<file path="config.mk">
export PLATFORM = sky130hd
export DESIGN_NAME = sync_fifo
export DESIGN_NICKNAME = d
export VERILOG_FILES = /design/src/rtl/test_port_writer_sync_fifo.sv
export SDC_FILE = /design/constraint.sdc
export NUM_CORES = 1
export LEC_CHECK = 0
export ABC_AREA = 1
export CAP_MARGIN = 20
export CORE_MARGIN = 3
export CORE_UTILIZATION = 49
export CTS_CLUSTER_SIZE = 40
export DETAILED_ROUTE_END_ITERATION = 8
export PLACE_DENSITY = 0.76
export SLEW_MARGIN = 5
export SYNTH_ARGS = -nofsm -noshare
export SYNTH_HDL_FRONTEND = slang
export SYNTH_SLANG_ARGS = --single-unit
</file>
<file path="constraint.sdc">
create_clock -name clk -period 3 [get_ports clk]
set_clock_uncertainty 0.1 [all_clocks]
set_input_delay 0.45 -clock clk [delete_from_list [all_inputs] [get_ports clk]]
set_output_delay 0.45 -clock clk [all_outputs]
set_load 0.1 [all_outputs]
</file>
<file path="src/rtl/test_port_writer_sync_fifo.sv">
// Small synchronous FIFO with a combinational head, used to buffer result words.
// Pointers carry one extra wrap bit so full and empty are distinguishable.
module sync_fifo #(
   parameter int WIDTH = 32,
   parameter int DEPTH = 4
) (
   input  logic                       clk,
   input  logic                       rst,
   input  logic                       push,
   input  logic                       pop,
   input  logic [WIDTH-1:0]           wdata,
   output logic [WIDTH-1:0]           rdata,
   output logic                       full,
   output logic                       empty,
   output logic [$clog2(DEPTH):0]     count
);

   localparam int AW = $clog2(DEPTH);

   logic [WIDTH-1:0] mem_q [DEPTH];
   logic [AW:0]      wr_ptr_q, wr_ptr_d;
   logic [AW:0]      rd_ptr_q, rd_ptr_d;
   logic             do_push, do_pop;

   always_comb begin
      count    = wr_ptr_q - rd_ptr_q;
      full     = (count == (AW+1)'(DEPTH));
      empty    = (count == '0);
      do_push  = push && !full;
      do_pop   = pop && !empty;
      wr_ptr_d = wr_ptr_q + (AW+1)'(do_push);
      rd_ptr_d = rd_ptr_q + (AW+1)'(do_pop);
   end

   always_ff @(posedge clk or negedge rst) begin
      if (!rst) begin
         wr_ptr_q <= '0;
         rd_ptr_q <= '0;
      end else begin
         wr_ptr_q <= wr_ptr_d;
         rd_ptr_q <= rd_ptr_d;
      end
   end

   // Storage needs no reset: emptiness is defined purely by the pointers.
   always_ff @(posedge clk) begin
      if (do_push) begin
         mem_q[wr_ptr_q[AW-1:0]] <= wdata;
      end
   end

   assign rdata = mem_q[rd_ptr_q[AW-1:0]];

endmodule

</file>
==> impl_metrics.tcl, run 1 <==
set metrics [dict create \
    max_stage_delay_ns 0.38 \
    hp-class "in2async" \
    num-fill-cells 637 \
    vias 3200 \
    antenna_found_initial 0 \
    path_class "reg2out" \
    place.gp.congestion 0.781 \
    final-hold-violation-count 0 \
    ctsRootBufferMaster "clkbuf_8" \
    critPathLaunch "rd_ptr_q[0]$_DFF_PN0_" \
    grt_pass1_wl_um 17000 \
    setup_viol 0 \
    drt-initial-drc-count 221 \
    max_slew_margin 0.608 \
    ys_types 19 \
    synth_top_area_frac 0.746 \
    grt_max_degree 65 \
    max-cap-violations 0 \
    fin_setup_tns_ns 0 \
    place_hpwl_um 6280 \
    antenna_cells 0 \
    remaining_drc_errors 0 \
    grt_overflow_total 0 \
    grt_pass1_vias 3397 \
    avgRoutedWirePerCell_um 18.5 \
    synth_seq_cells 134 \
    synth_top_area_cell "edfxtp_1" \
    max_clock_freq_mhz 348 \
    cts_sinks 134 \
    initial_utilization 0.515 \
    cts_buffer_depth 2 \
    cp_cell_sequence "buf_4, buf_4, o21ai_0, o22ai_1, buf_12" \
    crit_path_start_kind "flop" \
    seq_area_frac_synth 0.775 \
    io_pins 73 \
    synthTopCellsByArea "edfxtp_1 75%, nor2_1 5.0%, o22ai_1 3.9%" \
    arrival_ns 2.32 \
    vias_per_cell 5.48 \
    synthCells 355 \
    worst_slew_pin_slew_ns 0.588 \
    cp-end-kind "primary output" \
    drtPass1Iterations 7 \
    rows 36 \
    wirelength_um 10800 \
    cts_tree "yes" \
    clk_latency_ns 0.51 \
    regToRegStartpoint "wr_ptr_q[0]$_DFF_PN0_" \
    layout-drive-gt1-share 0.191 \
    cpMostUsedCell "buf_4" \
    yosysWarnings 0 \
    nets 480 \
    grt_usage 0.194 \
    avgSynthCellArea_sq_um 14.5 \
    rsz0062_at_grt "no" \
    met1_length_um 4320 \
    path_max_fanout 40 \
    syn_area_sq_mm 0.00515 \
    fp.dieW_um 109 \
    finalCritPeriodShare 0.957 \
    drv_slew 0 \
    coreArea_sq_mm 0.0100 \
    port_buffers 72 \
    wl_met2_um 5680 \
    fp.dieH_um 109 \
    routed.top_layer "met4" \
    period_needed_ns 2.87 \
    cp_slowest_cell "buf_4" \
    status "completed" \
    layout_commonest_cell "edfxtp_1" \
    syn_to_final_growth_pct 34.8 \
    die_area_sq_mm 0.0118 \
    crit_required_ns 2.45 \
    wl_met3_um 678 \
    htreeDepth 4 \
    final_cell_mix "128 x edfxtp_1, 64 x nor2_1, 38 x buf_12" \
    cts_hold_buf 0 \
    synthesis.nets 397 \
    numCtsBuffers 17 \
    final_core_util 0.695 \
    clk_pin_slew_worst_paths_ns 0.06 \
    ant_nets 0 \
]
[what timing repair did]
item,4_1_cts,5_1_grt
buffers inserted,0,1
endpoints found under the setup margin,0,1
resized for setup,0,0
[stage by stage]
step	area, sq um	hold slack [ns]	std cells	worst slack [ns]
6_report	6950	0.0861	584	0.130
5_1_grt	6950	0.0865	584	0.00604
4_1_cts	6940	0.0779	583	0.0813
3_5_place_dp	6370	0.384	551	0.444
3_3_place_gp	6370	0.386	551	0.540
2_1_floorplan	5150	0.0544	355	-0.281
[routing by layer]
| layer | vias to the layer above | global-route usage |
|---|---|---|
| met5 | - | 0 |
| met4 | 0 | 0.0857 |
| met3 | 8 | 0.0478 |
| met2 | 119 | 0.326 |
| met1 | 1589 | 0.240 |
| li1 | 1484 | - |
[registers in the layout, summed over array words and instances (netlist names)]
name      count
mem_q       128
rd_ptr_q      3
wr_ptr_q      3
[synth_stat cells]
cell	count
clkbuf_1	1
inv_2	1
dfrtp_1	6
buf_6	9
fa_1	1
nand3_1	2
nand2_1	12
edfxtp_1	128
buf_4	3
ha_1	5
xor2_1	2
nor2_1	68
nand2_2	1
inv_1	13
o21ai_0	36
buf_2	6
inv_8	1
o22ai_1	32
o21ai_1	28
[logic make-up (layout without fill, tap and decap cells)]
family | after synthesis | in the layout | synth area share
compound gates | 96 | 96 | 0.101
buf+inv | 34 | 130 | 0.0430
simple gates | 83 | 83 | 0.0614
flops | 134 | 134 | 0.775
fa+ha+maj | 6 | 6 | 0.0160
xor+xnor | 2 | 2 | 0.00340
[worst paths after layout]
check / to / slack, ns / cells past startpoint
worst max-delay path: rdata[19] / 0.13 / 5
worst min-delay path: rd_ptr_q[2]$_DFF_PN0_ / 0.09 / 1
worst max register to register: mem_q[1][14]$_DFFE_PP_ / 0.48 / 11
worst min register to register: wr_ptr_q[2]$_DFF_PN0_ / 0.39 / 1
max in group asynchronous: rd_ptr_q[0]$_DFF_PN0_ / 2.48 / 1
min in group clk: wr_ptr_q[2]$_DFF_PN0_ / 0.39 / 1
[critical path, delay by kind of cell, from the launching register on]
family | cells | cell delay, ns
AOI/OAI and AO/OA | 2 | 0.45
buffers and inverters | 3 | 0.96
DFF | 1 | 0.36
[final cells by class]
cell class	instances	area, sq um	area share
clock buffer	17	414	0.0596
sequential	134	4000	0.575
clock inverter	15	155	0.0223
multi-input combinational	187	967	0.139
timing repair buffer	83	1190	0.171
tap	133	166	0.0240
inverter	15	63.8	0.00918
Power of run 1 is left out: the tool's default activity adds up to more than one toggle a clock period on the data nets, which glitch-free logic cannot reach.
==> inputs of run 2 (changes only) <==
- CORE_MARGIN: 3 -> 4
==> impl_metrics.tcl, run 2 (synthesis results as in run 1) <==
set metrics [dict create \
    vias 3164 \
    remaining_drc_errors 0 \
    rr_worst_depth 10 \
    antenna_found_initial 0 \
    rows 37 \
    crit_required_ns 2.45 \
    syn_to_final_growth_pct 35.1 \
    wirelength_um 10900 \
    nets 483 \
    hp-class "in2async" \
    clk_pin_slew_worst_paths_ns 0.06 \
    io_pins 73 \
    grt_usage 0.185 \
    worst_slew_pin_slew_ns 0.365 \
    crit_family "adder cells" \
    fp.dieH_um 111 \
    cts_sinks 134 \
    htreeDepth 4 \
    place_ws_ns 0.380 \
    initial_utilization 0.501 \
    numCtsBuffers 17 \
    largest_reg_flops 128 \
    arrival_ns 2.31 \
    drtPass1Iterations 6 \
    port_buffers 72 \
    layout-drive-gt1-share 0.199 \
    final_cell_mix "128 x edfxtp_1, 64 x nor2_1, 36 x o21ai_0, 36 x buf_12, 35 x clkdlybuf4s50_1" \
    max-cap-violations 0 \
    grt_pass1_wl_um 17700 \
    grt_overflow_total 0 \
    status "completed" \
    path_max_fanout 2 \
    crit_path_start_kind "flop" \
    drv_slew 0 \
    layout_commonest_cell "edfxtp_1" \
    die_area_sq_mm 0.0122 \
    cp-endpoint "empty" \
    cp.depth 10 \
    path_class "reg2out" \
    period_needed_ns 2.86 \
    final-hold-violation-count 0 \
    cts_buffer_depth 2 \
    ant_nets 0 \
    vias_per_cell 5.38 \
    grt_max_degree 65 \
    grt_pass1_vias 3440 \
    reg2reg_slack_ns 0.47 \
    fp.dieW_um 111 \
    fin_ws_ns 0.138 \
    setup_viol 0 \
    max_slew_margin 0.756 \
    cts_tree "yes" \
    clk_latency_ns 0.51 \
    antenna_cells 0 \
    r2r-end "mem_q[3][10]$_DFFE_PP_" \
    max_clock_freq_mhz 349 \
    drt-initial-drc-count 183 \
    place_hpwl_um 6550 \
    cp_cell_sequence "ha_1, fa_1, inv_1, nand2_1, nand2_1, nand2_1, nand2_1, nand2_1, inv_2, buf_12" \
    regToRegStartpoint "rd_ptr_q[0]$_DFF_PN0_" \
    place.gp.congestion 0.801 \
    rsz0062_at_grt "no" \
    cp-end-kind "primary output" \
    critPathBufInv 3 \
    coreArea_sq_mm 0.0103 \
    finalCritPeriodShare 0.954 \
    avgRoutedWirePerCell_um 18.6 \
    cpMostUsedCell "nand2_1" \
    max_stage_delay_ns 0.48 \
    cp_slowest_cell "dfrtp_4" \
    critPathLaunch "rd_ptr_q[0]$_DFF_PN0_" \
    ctsRootBufferMaster "clkbuf_8" \
]
## run 2: cell types whose count changed in the layout (fill, tap and decap cells not counted), moves of 2 or more
| cell | delta |
|---|---|
| inv_6 | -3 |
| buf_12 | -2 |
| clkinv_2 | +2 |
| clkinv_1 | -2 |
| buf_4 | +5 |
## run 2: metrics by stage
step	TNS, ns	hold slack (ns)	cell area [sq um]	utilization	std cells
global route	0	0.0845	6960	0.677	588
CTS	0	0.0755	6950	0.676	587
floorplan	-35.98	0.0544	5150	-	355
finish	0	0.0827	6960	0.677	588
global placement	0	0.380	6360	0.619	556
detailed placement	0	0.389	6360	0.619	556
## run 2: worst min-delay path by stage
stage	endpoint	slack, ns	depth (start not counted)
floorplan	rd_ptr_q[0]$_DFF_PN0_	0.05	0
global placement	rd_ptr_q[2]$_DFF_PN0_	0.38	1
detailed placement	rd_ptr_q[2]$_DFF_PN0_	0.39	1
CTS	wr_ptr_q[2]$_DFF_PN0_	0.08	1
global route	rd_ptr_q[0]$_DFF_PN0_	0.08	1
finish	wr_ptr_q[2]$_DFF_PN0_	0.08	1
## run 2: area by class of cell
class                           instances  area [sq um]
Inverter                               15          66.3
Timing Repair Buffer                   86          1180
Clock inverter                         13           160
Tap cell                              136           170
Clock buffer                           17           414
Multi-Input combinational cell        187           967
Fill cell                             714          3320
Sequential cell                       134          4000
## run 2: layer usage
metal,GRT usage,share of wire
met1,0.220,0.39
met2,0.324,0.54
met3,0.0548,0.066
met4,0.0534,0.0080
met5,0,0
## run 2: repair_timing
item | in CTS | in global routing
resized for setup | 2 | 1
endpoints found under the setup margin | 2 | 2
setup buffers | 1 | 1
hold buffers | 0 | 0
## run 2: worst reg2reg max path, cell delays in order (launching register included)
cell,delay [ns]
dfrtp_4,0.48
ha_1,0.20
fa_1,0.38
inv_1,0.07
nand2_1,0.07
nand2_1,0.10
nand2_1,0.08
nand3_1,0.11
nand2_2,0.17
nor2_4,0.14
buf_4,0.31
Power of run 2 is left out for the same reason.
==> inputs of run 3 (changes only) <==
- SETUP_SLACK_MARGIN: not set -> 0.1
==> impl_metrics.tcl, run 3 (synthesis results as in run 1) <==
set metrics [dict create \
    status "completed" \
    fin_ws_ns 0.181 \
    initial_utilization 0.501 \
    drtPass1Iterations 4 \
    antenna_cells 0 \
    drv_slew 0 \
    finalCritPeriodShare 0.940 \
    worst_slew_pin_slew_ns 0.386 \
    grt_usage 0.185 \
    max_clock_freq_mhz 355 \
    cts_sinks 134 \
    crit_required_ns 2.45 \
    num-fill-cells 713 \
    cp-end-kind "primary output" \
    drt-initial-drc-count 200 \
    syn_to_final_growth_pct 35.2 \
    ant_nets 0 \
    grt_pass1_vias 3440 \
    clk_latency_ns 0.51 \
    max-cap-violations 0 \
    vias_per_cell 5.38 \
    avgRoutedWirePerCell_um 18.6 \
    remaining_drc_errors 0 \
    hp-class "in2async" \
    cts_tree "yes" \
    fp.dieW_um 111 \
    arrival_ns 2.27 \
    max_slew_margin 0.746 \
    path_class "reg2out" \
    vias 3166 \
    rsz0062_at_grt "yes" \
    place_ws_ns 0.380 \
    antenna_found_initial 0 \
    largest_reg_flops 128 \
    crit_path_start_kind "flop" \
    wirelength_um 10900 \
    path_max_fanout 2 \
    grt_pass1_wl_um 17700 \
    place.gp.congestion 0.801 \
    die_area_sq_mm 0.0122 \
    io_pins 73 \
    layout_commonest_cell "edfxtp_1" \
    final_cell_mix "128 x edfxtp_1, 64 x nor2_1, 36 x o21ai_0, 36 x buf_12, 35 x clkdlybuf4s50_1" \
    fin_setup_tns_ns 0 \
    final-hold-violation-count 0 \
    grt_max_degree 65 \
    place_hpwl_um 6550 \
    ctsRootBufferMaster "clkbuf_8" \
    final_core_util 0.678 \
    numCtsBuffers 17 \
    clk_pin_slew_worst_paths_ns 0.06 \
    port_buffers 72 \
    coreArea_sq_mm 0.0103 \
    htreeDepth 4 \
    period_needed_ns 2.82 \
    layout-drive-gt1-share 0.204 \
    grt_overflow_total 0 \
    nets 483 \
    fp.dieH_um 111 \
    rows 37 \
    setup_viol 0 \
    cts_buffer_depth 2 \
]
[run 3: cell counts in the layout (fill, tap and decap cells not counted)]
Identical to the previous run, type by type.
[run 3: what timing repair did]
item / 4_1_cts / 5_1_grt
setup buffers: 1 / 1
resized for setup: 2 / 4
hold buffers: 0 / 0
endpoints found under the setup margin: 8 / 6
gates cloned: 0 / 0
[run 3: final cells by class]
| cell class | count | area, sq um | area share |
|---|---|---|---|
| timing repair buffer | 86 | 1190 | 0.170 |
| clock buffer | 17 | 414 | 0.0595 |
| sequential | 134 | 4000 | 0.574 |
| multi-input combinational | 187 | 970 | 0.139 |
| clock inverter | 13 | 160 | 0.0230 |
| tap | 136 | 170 | 0.0244 |
| inverter | 15 | 66.3 | 0.00952 |
[run 3: final timing paths]
path | end | from | slack (ns) | cells past startpoint
max | empty | rd_ptr_q[0]$_DFF_PN0_ | 0.18 | 10
min | wr_ptr_q[2]$_DFF_PN0_ | rst | 0.08 | 1
max reg2reg | mem_q[3][10]$_DFFE_PP_ | rd_ptr_q[0]$_DFF_PN0_ | 0.49 | 10
min reg2reg | rd_ptr_q[2]$_DFF_PN0_ | rd_ptr_q[2]$_DFF_PN0_ | 0.40 | 1
max in group asynchronous | rd_ptr_q[0]$_DFF_PN0_ | rst | 2.47 | 1
min in group clk | rd_ptr_q[2]$_DFF_PN0_ | rd_ptr_q[2]$_DFF_PN0_ | 0.40 | 1
[run 3: per-stage QoR]
step	hold WS (ns)	std cells	cell area, sq um
6_report	0.0812	588	6970
2_1_floorplan	0.0544	355	5150
3_5_place_dp	0.389	556	6360
4_1_cts	0.0755	587	6950
5_1_grt	0.0845	588	6970
3_3_place_gp	0.380	556	6360
[run 3: layer usage]
metal  share of wire  global-route usage
met1            0.40               0.220
met2            0.54               0.324
met3           0.055              0.0548
met4          0.0056              0.0534
met5               0                   0
[run 3: worst max-delay path, cell delays in order (launching register included)]
cell	delay [ns]
dfrtp_4	0.47
ha_1	0.21
fa_2	0.34
inv_1	0.06
nand2_1	0.07
nand2_1	0.10
nand2_1	0.07
nand2_1	0.09
nand2_1	0.10
inv_2	0.08
buf_12	0.17
Power of run 3 is left out for the same reason.
